--- src/rtl/apb_arb_pkg.sv ---
// Shared definitions for the APB bus arbiter.
//   arb_state_t      : sequencing states of the arbiter FSM
//   ERR_DATA_DEFAULT : read data handed back when a transfer is aborted
//   FAULT_CNT_W      : width of the saturating timeout counter
package apb_arb_pkg;

    typedef enum logic [1:0] {
        IDLE  = 2'd0,
        ISSUE = 2'd1,
        WAIT  = 2'd2,
        RESP  = 2'd3
    } arb_state_t;

    localparam logic [31:0] ERR_DATA_DEFAULT = 32'hDEAD_BEEF;
    localparam int          FAULT_CNT_W      = 8;

endpackage

--- src/rtl/apb_arb_watchdog.sv ---
// Transfer watchdog: counts cycles while enabled and flags the last
// permitted cycle.
//   clk   : clock
//   rst_n : synchronous active-low reset
//   clr   : clear the count (takes priority over en)
//   en    : count this cycle
//   hit   : high while enabled and the count equals TIMEOUT_CYC - 1
module apb_arb_watchdog #(
    parameter int TIMEOUT_CYC = 1024
) (
    input  logic clk,
    input  logic rst_n,
    input  logic clr,
    input  logic en,
    output logic hit
);

    localparam int CW = (TIMEOUT_CYC > 2) ? $clog2(TIMEOUT_CYC) : 1;
    localparam logic [CW-1:0] LIMIT = CW'(TIMEOUT_CYC - 1);

    logic [CW-1:0] cnt;

    always_ff @(posedge clk) begin
        if (!rst_n) begin
            cnt <= '0;
        end else if (clr) begin
            cnt <= '0;
        end else if (en) begin
            cnt <= cnt + CW'(1);
        end
    end

    assign hit = en && (cnt == LIMIT);

endmodule

--- src/rtl/apb_bus_arbiter.sv ---
// Two-requester front end for a single APB master.
// Requester 0 (CPU) and requester 1 (DMA/debug) share the master's
// transfer/ready interface; one transfer is in flight at a time, and a
// watchdog aborts transfers whose peripheral never answers.
//
// Handshake: a requester raises sN_transfer with stable write/addr/wdata
// and holds it until sN_ready pulses for one cycle; it must drop transfer
// in the following cycle. On the master side m_transfer is a one-cycle
// start pulse and m_ready a one-cycle completion pulse; m_ready is only
// honoured while a transfer is outstanding.
//
// Ports:
//   PCLK, PRESET          : clock, synchronous active-low reset
//   s0_* / s1_*           : requester interfaces (transfer, write, addr,
//                           wdata in; rdata, ready, err out)
//   m_*                   : APB master command/response interface
//   grant                 : one-hot current owner, 00 when idle
//   fault_cnt             : saturating number of timed-out transfers
//   dbg_state             : current FSM state
module apb_bus_arbiter
    import apb_arb_pkg::*;
#(
    parameter int                ADDR_W      = 32,
    parameter int                DATA_W      = 32,
    parameter int                TIMEOUT_CYC = 1024,
    parameter int                FIXED_PRIO  = 0,
    parameter logic [DATA_W-1:0] ERR_DATA    = DATA_W'(ERR_DATA_DEFAULT)
) (
    input  logic                   PCLK,
    input  logic                   PRESET,
    input  logic                   s0_transfer,
    input  logic                   s0_write,
    input  logic [ADDR_W-1:0]      s0_addr,
    input  logic [DATA_W-1:0]      s0_wdata,
    output logic [DATA_W-1:0]      s0_rdata,
    output logic                   s0_ready,
    output logic                   s0_err,
    input  logic                   s1_transfer,
    input  logic                   s1_write,
    input  logic [ADDR_W-1:0]      s1_addr,
    input  logic [DATA_W-1:0]      s1_wdata,
    output logic [DATA_W-1:0]      s1_rdata,
    output logic                   s1_ready,
    output logic                   s1_err,
    output logic                   m_transfer,
    output logic                   m_write,
    output logic [ADDR_W-1:0]      m_addr,
    output logic [DATA_W-1:0]      m_wdata,
    input  logic [DATA_W-1:0]      m_rdata,
    input  logic                   m_ready,
    output logic [1:0]             grant,
    output logic [FAULT_CNT_W-1:0] fault_cnt,
    output logic [1:0]             dbg_state
);

    arb_state_t             state, state_n;
    logic                   owner;       // 0 = requester 0, 1 = requester 1
    logic                   last_grant;
    logic [1:0]             grant_q;
    logic                   write_q;
    logic [ADDR_W-1:0]      addr_q;
    logic [DATA_W-1:0]      wdata_q;
    logic                   err_q;
    logic [DATA_W-1:0]      rdata0_q, rdata1_q;
    logic [FAULT_CNT_W-1:0] fault_q;

    logic win_vld;
    logic win_id;
    logic wd_hit;

    apb_arb_watchdog #(
        .TIMEOUT_CYC(TIMEOUT_CYC)
    ) u_watchdog (
        .clk  (PCLK),
        .rst_n(PRESET),
        .clr  (state != WAIT),
        .en   (state == WAIT),
        .hit  (wd_hit)
    );

    always_comb begin
        state_n = state;
        win_vld = 1'b0;
        win_id  = 1'b0;
        case (state)
            IDLE: begin
                if (s0_transfer && s1_transfer) begin
                    win_vld = 1'b1;
                    // Round-robin hands the bus to whoever did not have it last.
                    win_id  = (FIXED_PRIO != 0) ? 1'b0 : ~last_grant;
                end else if (s0_transfer) begin
                    win_vld = 1'b1;
                    win_id  = 1'b0;
                end else if (s1_transfer) begin
                    win_vld = 1'b1;
                    win_id  = 1'b1;
                end
                if (win_vld) begin
                    state_n = ISSUE;
                end
            end
            ISSUE:   state_n = WAIT;
            // A ready on the timeout cycle still completes normally.
            WAIT:    if (m_ready || wd_hit) state_n = RESP;
            RESP:    state_n = IDLE;
            default: state_n = IDLE;
        endcase
    end

    always_ff @(posedge PCLK) begin
        if (!PRESET) begin
            state      <= IDLE;
            owner      <= 1'b0;
            last_grant <= 1'b1;
            grant_q    <= 2'b00;
            write_q    <= 1'b0;
            addr_q     <= '0;
            wdata_q    <= '0;
            err_q      <= 1'b0;
            rdata0_q   <= '0;
            rdata1_q   <= '0;
            fault_q    <= '0;
        end else begin
            state <= state_n;
            if (state == IDLE && win_vld) begin
                owner      <= win_id;
                last_grant <= win_id;
                grant_q    <= win_id ? 2'b10 : 2'b01;
                write_q    <= win_id ? s1_write : s0_write;
                addr_q     <= win_id ? s1_addr  : s0_addr;
                wdata_q    <= win_id ? s1_wdata : s0_wdata;
            end
            if (state == WAIT) begin
                if (m_ready) begin
                    err_q <= 1'b0;
                    if (owner) rdata1_q <= m_rdata;
                    else       rdata0_q <= m_rdata;
                end else if (wd_hit) begin
                    err_q <= 1'b1;
                    if (owner) rdata1_q <= ERR_DATA;
                    else       rdata0_q <= ERR_DATA;
                    if (fault_q != '1) begin
                        fault_q <= fault_q + FAULT_CNT_W'(1);
                    end
                end
            end
            if (state == RESP) begin
                grant_q <= 2'b00;
            end
        end
    end

    assign m_transfer = (state == ISSUE);
    assign m_write    = write_q;
    assign m_addr     = addr_q;
    assign m_wdata    = wdata_q;
    assign s0_ready   = (state == RESP) && !owner;
    assign s1_ready   = (state == RESP) &&  owner;
    assign s0_err     = s0_ready && err_q;
    assign s1_err     = s1_ready && err_q;
    assign s0_rdata   = rdata0_q;
    assign s1_rdata   = rdata1_q;
    assign grant      = grant_q;
    assign fault_cnt  = fault_q;
    assign dbg_state  = state;

endmodule

--- config.mk ---
export PLATFORM = sky130hd
export DESIGN_NAME = apb_bus_arbiter
export DESIGN_NICKNAME = d
export VERILOG_FILES = /design/src/rtl/apb_arb_pkg.sv /design/src/rtl/apb_arb_watchdog.sv /design/src/rtl/apb_bus_arbiter.sv
export SDC_FILE = /design/constraint.sdc
export NUM_CORES = 1
export LEC_CHECK = 0
export CORE_ASPECT_RATIO = 0.6
export CORE_UTILIZATION = 30
export CTS_CLUSTER_DIAMETER = 120
export DETAILED_ROUTE_END_ITERATION = 12
export GPL_ROUTABILITY_DRIVEN = 0
export PLACE_DENSITY = 0.63
export REMOVE_ABC_BUFFERS = 1
export SLEW_MARGIN = 20
export SYNTH_ARGS = -nofsm -noshare
export SYNTH_HDL_FRONTEND = slang
export SYNTH_SLANG_ARGS = --single-unit
--- constraint.sdc ---
create_clock -name PCLK -period 5.1 [get_ports PCLK]
set_input_delay 1.02 -clock PCLK [delete_from_list [all_inputs] [get_ports PCLK]]
set_output_delay 1.02 -clock PCLK [all_outputs]
set_load 0.1 [all_outputs]
Word-level counts from Yosys, hierarchy flattened
Index checks and enable logic that the tools add are counted.

word-level totals
  flip-flop bits (word level) = 154
  input port bits = 167
  output and inout bits = 146
  logic and storage cells = 69

cells by class
  add/sub/neg operators = 2
  equality and inequality tests = 8
  mux-type cells = 25
  bitwise gates (word level) = 4
  reduce and logical (&&, ||, !) cells = 18

operators by type and width
  cell                   number
  $mux 32                10
  $mux 1                 11
  $add 10x1->10 const B  1
  $eq 10x10->1 const B   1
  $add 8x1->8 const B    1
  $ne 8x8->1 const B     1
  $pmux 2 s4             1
  $logic_and 1x1->1      7
  $mux 2                 3
  $reduce_and 3->1       2
  $eq 2x2->1 const B     2
  $ne 2x2->1 const B     2
  $not 1->1              4
  $reduce_and 2->1       2
  $reduce_and 4->1       1
  $reduce_or 2->1        2
  $eq 2x1->1 const B     1
  $logic_not 2->1        1
  $ne 2x1->1 const B     1
  $reduce_bool 2->1      1
  $logic_not 1->1        1
  $logic_or 1x1->1       1

Logic depth before layout (Yosys ltp)
Gate-level depths: netlist of run 1.

  depth in word-level cells = 6
  depth in mapped cells = 10
  depth with buffers taken out = 6

Modules after synthesis
Synthesis of run 1 repeated with hierarchy kept, for this count alone.

unflattened totals
  cell total of the unflattened synthesis = 710
  area, all modules = 6,348.6 sq um

modules (own cells, without submodules)
  module            instances  cells each  area each (sq um)  seq. area each (sq um)
  apb_bus_arbiter   1          658         5,885.6            2,882.8
  apb_arb_watchdog  1          52          462.9              200.2

Worst setup path before layout of run 1
No wires, ideal clock.

  path type = reg-to-output
  start = register state[1] (netlist: dbg_state[1])
  end = output port s0_err
  arrival = 3.608 ns
  required time = 4.080 ns
  slack = 0.472 ns
  cell stages (with the launch flop) = 4
  path buffers = 0
  cell sequence = dfxtp_1 ha_1 nor2b_1 and2_1

between the ends
  longest elaborated chain between the ends = 3

ends and longest elaborated chain
  item                    line                    text
  start, declared         apb_bus_arbiter.sv:56   arb_state_t state, state_n;
  start signal, assigned  apb_bus_arbiter.sv:124  state <= state_n;
  $eq 2x2->1              apb_bus_arbiter.sv:157  assign s0_ready = (state == RESP) && !owner;
  $logic_and 1x1->1       apb_bus_arbiter.sv:157
  net s0_ready            apb_bus_arbiter.sv:36   output logic s0_ready,
  $logic_and 1x1->1       apb_bus_arbiter.sv:159  assign s0_err = s0_ready && err_q;
  end, declared           apb_bus_arbiter.sv:37   output logic s0_err,

The timed path passes the listed nets, and every way through them passes these cells.

Final worst setup path of run 1
  start = register state[0] (netlist: dbg_state[0])
  end = output port s0_err

between the ends
  longest elaborated chain between the ends = 3

ends and longest elaborated chain
  item               line
  $eq 2x2->1         apb_bus_arbiter.sv:157
  $logic_and 1x1->1  apb_bus_arbiter.sv:157
  $logic_and 1x1->1  apb_bus_arbiter.sv:159

No other way between the ends.

==> results of run 1 <==
metrics by stage:
step,std cells,hold slack (ns)
6_report,1288,0.4582
3_3_place_gp,1256,0.4433
2_1_floorplan,663,0.4386
4_1_cts,1288,0.4613
5_1_grt,1288,0.4696
3_5_place_dp,1256,0.4480
sequential cells by signal, indices dropped and copies added, names as in the netlist:
signal / cells
m_addr: 32
m_wdata: 32
s0_rdata: 32
s1_rdata: 32
u_watchdog.cnt: 10
fault_cnt: 8
dbg_state: 2
grant: 2
err_q: 1
last_grant: 1
m_write: 1
owner: 1
worst max path at each step:
stage	endpoint	slack (ns)	cells past startpoint
floorplan	s0_err	0.47	3
global placement	fault_cnt[3]	1.51	5
detailed placement	fault_cnt[3]	1.51	5
CTS	s0_err	1.53	4
global route	s0_err	1.43	4
finish	s0_err	1.59	4
metal layers:
metal | GRT usage (%) | routed length [um]
met2 | 29.27 | 9428
met3 | 7.386 | 1599
met1 | 26.82 | 10390
met4 | 5.914 | 258
met5 | 0 | 0
power by group through the flow:
stage                     clock [mW]  combinational, mW  sequential (mW)
after detailed placement           0               3.39             1.62
final                           1.39               3.38             1.60
after global placement             0               3.38             1.62
after floorplan                    0              0.767             3.34
after global routing            1.48               3.54             1.63
after CTS                       1.43               3.40             1.60
area by class of cell:
type	instances	area share, %
clock buffers	22	4.726
repair buffers	320	31.05
inverters	7	0.2565
multi-input cells	502	28.96
flip-flops and latches	154	30.09
clock inverters	10	1.588
well taps	273	3.334
cells by family after synthesis:
logic type                 synth area share [%]
and+or+nand+nor                           18.27
muxes                                     10.25
DFF                                       48.55
xor gates and xnor gates                 0.9655
adders and majority gates                 1.182
buffers and inverters                     5.222
AOI/OAI and AO/OA                         15.57
worst min-delay path, cell delays in order, from the launching register on:
cell	delay [ns]
sky130_fd_sc_hd__dfxtp_1	0.31
sky130_fd_sc_hd__nand2_1	0.05
sky130_fd_sc_hd__mux2i_1	0.05
layout by cell type, fill, tap and decap left out, drive strengths merged, types with 3 or more instances in the layout:
cell type	Yosys	layout
bufinv	0	4
o21ai	31	31
mux2i	65	65
clkdlybuf4s50	0	311
xor2	4	4
xnor2	3	3
buf	17	9
dfxtp	154	154
a21oi	30	30
and3	5	5
nor2	55	55
nor4	3	3
ha	6	6
nand3	16	16
clkbuf	41	22
nand4	5	5
a22oi	22	22
clkinv	1	4
or3	3	3
nand2	186	186
nand2b	3	3
inv	6	7
a311oi	44	44
==> impl_metrics.toml, run 1 <==
[run_status]
status = "completed"

[critical_path]
slowest_cell_on_crit_path = "sky130_fd_sc_hd__clkdlybuf4s50_1"
critPathLaunchType = "register"
max_stage_delay_ns = 1.12
cp.arrival_ns = 2.49
worstSetupEndpointType = "output pin"
critical_path.max_fanout = 5
worstReg2RegStart = "u_watchdog.cnt[0]"
kind_of_critical_path = "reg -> out"
crit-reg2reg-capture = "s0_rdata[26]"
worstPathBufferInverterCount = 1
cp_data_required_time_ns = 4.08
worstRegToRegCells = 6
r2r_setup_slack_ns = 2.30
critical_path.startpoint = "dbg_state[0]"
path_delay_family = "buffers and inverters"
cp_cell_sequence = "ha_1 -> nor2b_1 -> and2_1 -> clkdlybuf4s50_1"

[floorplanning]
floorplan.die.width_um = 189.8
start_util_pct = 31.17
fp.dieH_um = 114.7
std_cell_rows = 40
io_pins = 313
die_area_um2 = 21770
coreArea_um2 = 20370

[final_layout]
area_of_the_multi_input_gates_um2 = 2967
nets = 1175
area.growth.synth_to_final_pct = 61.34
antenna_cells_inserted = 0
end_of_flow_core_utilization_pct = 50.29
share_of_cells_above_drive_strength_1_pct = 5.123
fillers = 1939
final-seq-area_um2 = 3083
finalInstanceArea_um2 = 10240

[timing]
finalWorstPathRequiredPeriod_ns = 3.512
timing.setup.tns_ns = 0
worst_slew_pin_slew_ns = 1.054
worst_slack_ns = 1.588
timing.final.setup_violations = 0
finalMaxSlewViolations = 0
fin_crit_sh_pct = 68.86
hold_viol = 0
worst_clock_skew_ns = 0.008768
unrepaired_setup_endpoints_after_global_routing = "false"
max_clock_freq_mhz = 284.7
slew_headroom_pct = 29.52

[route]
drt-initial-drc-count = 388
detail_route.first_pass.iterations = 5
post_drt_wl_per_cell_um = 16.83
totalWireLength_um = 21670
drt-vias-per-instance = 4.785
detail-route-antenna-nets = 0
dr_total_vias = 6163
post-route-drc-count = 0

[min_path]
min_delay_path_depth = 2
hold_path.startpoint = "s0_rdata[2]"
worst_hold_path.endpoint = "s0_rdata[2]"
worst_hold_path_type = "reg -> reg"

[grt]
grt_pass1_wl_um = 33320
overflow = 0
grt_start_max_net_pins = 89
grt_pass1_vias = 5967
groute.usage.overall_pct = 19.87
grt_antenna_before_repair = 0

[place]
place.detailed.hpwl_um = 15180
post_dp_cell_area_um2 = 9590
dpl_worst_slack_ns = 1.509
portBuffers = 312

[synthesis]
yosys_most_used_dff = "sky130_fd_sc_hd__dfxtp_1"
synth_enable_flop_cells = 0
cell_with_the_most_instances_after_synthesis = "sky130_fd_sc_hd__nand2_1"
syn-cell-area_um2 = 6350
seq_area_frac_synth_pct = 48.55
yosys-top-cells-count = "186 x sky130_fd_sc_hd__nand2_1, 154 x sky130_fd_sc_hd__dfxtp_1, 65 x sky130_fd_sc_hd__mux2i_1, 55 x sky130_fd_sc_hd__nor2_1, 44 x sky130_fd_sc_hd__a311oi_1"
avgSynthCellArea_um2 = 8.807
synth.yosys.warnings = 0
post_synth_main_area_contributors = "sky130_fd_sc_hd__dfxtp_1 49%, sky130_fd_sc_hd__nand2_1 11%, sky130_fd_sc_hd__mux2i_1 10%, sky130_fd_sc_hd__a311oi_1 6.1%, sky130_fd_sc_hd__nor2_1 3.3%"
synth.ff_latch_count = 154
gate_count_post_synth = 721
synth_cell_type_count = 47
synth.largest_area_cell = "sky130_fd_sc_hd__dfxtp_1"
post-synth-top-area-fraction_pct = 48.55
ys_async_sr_fraction_pct = 0

[power_and_ir_drop]
leakage_power_total_nw = 3.911
comb_power_share_pct = 53.0
net_switching_component_of_the_power_mw = 3.221
p_sw_share_pct = 50.56
peakVddDrop_uv = 364.8
share_seq_of_total_power_pct = 25.1
post-layout-total-power_mw = 6.370
internal_power_mw = 3.150
clkPwrFrac_pct = 21.9
pwr_density_cell_nw_per_um2 = 621.8

[cts]
cts_made_buffers = 17
h-tree-depth = 4
clockRootBuffer = "sky130_fd_sc_hd__clkbuf_16"
numClockSinks = 154
cts_hold_buf = 0
buffers_inserted_during_post_cts_setup_optimization = 0
clock_latency_ns = 0.43
clkSlewWorstSetupHoldPaths_ns = 0.06
tritoncts_clock_tree = "built"
clk_path_buf_depth = 2
cts_resized = 0

[run]
drv_cap = 0
Note: power is estimated with default switching activity, not from simulation.
==> run 2: changes to the inputs <==
--- a/config.mk
+++ b/config.mk
@@ -10,7 +10,7 @@
 export CTS_CLUSTER_DIAMETER = 120
 export DETAILED_ROUTE_END_ITERATION = 12
 export GPL_ROUTABILITY_DRIVEN = 0
-export PLACE_DENSITY = 0.63
+export PLACE_DENSITY = 0.65
 export REMOVE_ABC_BUFFERS = 1
 export SLEW_MARGIN = 20
 export SYNTH_ARGS = -nofsm -noshare
==> constraint.sdc (replaced) <==
create_clock -name PCLK -period 2.9 [get_ports PCLK]
set_input_delay 0.58 -clock PCLK [delete_from_list [all_inputs] [get_ports PCLK]]
set_output_delay 0.58 -clock PCLK [all_outputs]
set_load 0.1 [all_outputs]
==> run 2 against run 1 <==
  * Flip-flop and latch count unchanged
  * Register-to-register slack worse by 1.6 ns
  * Critical path depth up 2
  * Combinational power up 73%
  * Design area down 2.3%
  * Clock-buffer cell count down 3
  * Worst hold slack better by 0.00061 ns
  * Worst setup slack worse by 0.93 ns
  * Wire length down 1.3%
  * Sequential share of layout area up 0.70 points
  * Global-route usage down 0.57 points
  * Clock power up 81%
  * Largest power group unchanged
==> impl_metrics.toml, run 2 (synthesized netlist as in run 1, its figures left out) <==
[cts]
clockRootBuffer = "sky130_fd_sc_hd__clkbuf_16"
clock_latency_ns = 0.42
h-tree-depth = 4
cts_hold_buf = 0
numClockSinks = 154
cts_made_buffers = 17
clk_path_buf_depth = 2
buffers_inserted_during_post_cts_setup_optimization = 0
cts_resized = 0
tritoncts_clock_tree = "built"
clkSlewWorstSetupHoldPaths_ns = 0.06

[grt]
grt_pass1_vias = 5945
top_usage_layer = "met2"
grt.met2_usage_pct = 28.56
overflow = 0
gr-usage-met1_pct = 26.01
grt_pass1_wl_um = 32660
groute.layer.met3.usage_pct = 7.784
grt_antenna_before_repair = 0
grt_start_max_net_pins = 88
groute.usage.overall_pct = 19.30

[final_layout]
nets = 1181
antenna_cells_inserted = 0
layout.cells.most_common_list = "186 x sky130_fd_sc_hd__nand2_1, 165 x sky130_fd_sc_hd__clkdlybuf4s50_1, 155 x sky130_fd_sc_hd__buf_4"
area.growth.synth_to_final_pct = 57.66
end_of_flow_core_utilization_pct = 49.15
finish.cell_count_without_fillers = 1294
fillers = 1975
share_of_cells_above_drive_strength_1_pct = 20.08
most_common_cell_after_layout_fill_and_taps_aside = "sky130_fd_sc_hd__nand2_1"
final-seq-area_um2 = 3083
area_of_the_multi_input_gates_um2 = 2959

[power_and_ir_drop]
p_sw_share_pct = 50.87
leakage_power_total_nw = 4.236
comb_power_share_pct = 52.3
clkPwrFrac_pct = 22.4
post-layout-total-power_mw = 11.18
internal_power_mw = 5.492
peakVddDrop_uv = 709.3
net_switching_component_of_the_power_mw = 5.687
share_seq_of_total_power_pct = 25.2
pwr_density_cell_nw_per_um2 = 1117

[route]
post_drt_wl_per_cell_um = 16.53
detail-route-antenna-nets = 0
detail_route.first_pass.iterations = 4
dr_total_vias = 6188
drt-vias-per-instance = 4.782
totalWireLength_um = 21390
drt-initial-drc-count = 307
post-route-drc-count = 0

[floorplanning]
die_area_um2 = 21770
floorplan.die.width_um = 189.8
std_cell_rows = 40
start_util_pct = 31.17
coreArea_um2 = 20370
fp.dieH_um = 114.7
io_pins = 313

[timing]
slew_headroom_pct = 58.81
fin_crit_sh_pct = 77.27
worst_slew_pin_slew_ns = 0.6170
timing.final.setup_violations = 0
max_clock_freq_mhz = 446.3
hold_viol = 0
finalMaxSlewViolations = 0
finalWorstPathRequiredPeriod_ns = 2.241
unrepaired_setup_endpoints_after_global_routing = "false"
worst_slack_ns = 0.6591
final.hold.worst_slack_ns = 0.4589
worst_clock_skew_ns = 0.007118

[critical_path]
cp.arrival_ns = 2.59
worstSetupEndpointType = "register"
critical_path.max_fanout = 32
kind_of_critical_path = "reg -> reg"
cp_data_required_time_ns = 3.25
critPathLaunchType = "register"

[min_path]
worst_hold_path_type = "reg -> reg"

[place]
dpl_worst_slack_ns = 0.5883
place.detailed.hpwl_um = 15120
placed_instances = 1262
portBuffers = 312

[run]
drv_cap = 0

[run_status]
status = "completed"
[run 2: through the flow]
step                      area [um2]  TNS (ns)
after global placement          9345         0
after global routing           10010         0
after detailed placement        9345         0
after floorplan                 6045    -84.61
after CTS                      10010         0
final                          10010         0
[run 2: worst max-delay path, stage by stage, from the launching register on]
cell	delay (ns)
sky130_fd_sc_hd__dfxtp_1	0.43
sky130_fd_sc_hd__ha_1	0.37
sky130_fd_sc_hd__nand2_1	0.11
sky130_fd_sc_hd__or4_4	0.55
sky130_fd_sc_hd__a21oi_4	0.18
sky130_fd_sc_hd__buf_12	0.27
sky130_fd_sc_hd__mux2i_1	0.23
[run 2: power by group through the flow]
stage | Combinational (mW) | Sequential (mW) | Clock, mW
floorplan | 1.35 | 5.87 | 0
global placement | 5.87 | 2.84 | 0
detailed placement | 5.88 | 2.86 | 0
CTS | 5.88 | 2.82 | 2.58
global route | 6.12 | 2.87 | 2.67
finish | 5.85 | 2.82 | 2.51
[run 2: area by class of cell]
cell class	instances	area share [%]
Clock buffer	19	4.524
Clock inverter	13	2.125
Inverter	7	0.2625
Multi-Input combinational cell	502	29.56
Sequential cell	154	30.80
Tap cell	273	3.412
Timing Repair Buffer	326	29.32
[run 2: final timing paths]
| check | startpoint | slack, ns | cells after the start | end |
|---|---|---|---|---|
| worst max-delay path | dbg_state[1] | 0.66 | 6 | s0_rdata[3] |
| worst min-delay path | s1_rdata[4] | 0.46 | 2 | s1_rdata[4] |
| worst max register to register | dbg_state[1] | 0.66 | 6 | s0_rdata[3] |
| worst min register to register | s1_rdata[4] | 0.46 | 2 | s1_rdata[4] |
[run 2: routing by layer]
metal  routed length (um)  up-vias
met3                 1666       15
met5                    0        -
met4                  163        0
li1                     -     3091
met2                 9284      178
met1                10270     2904
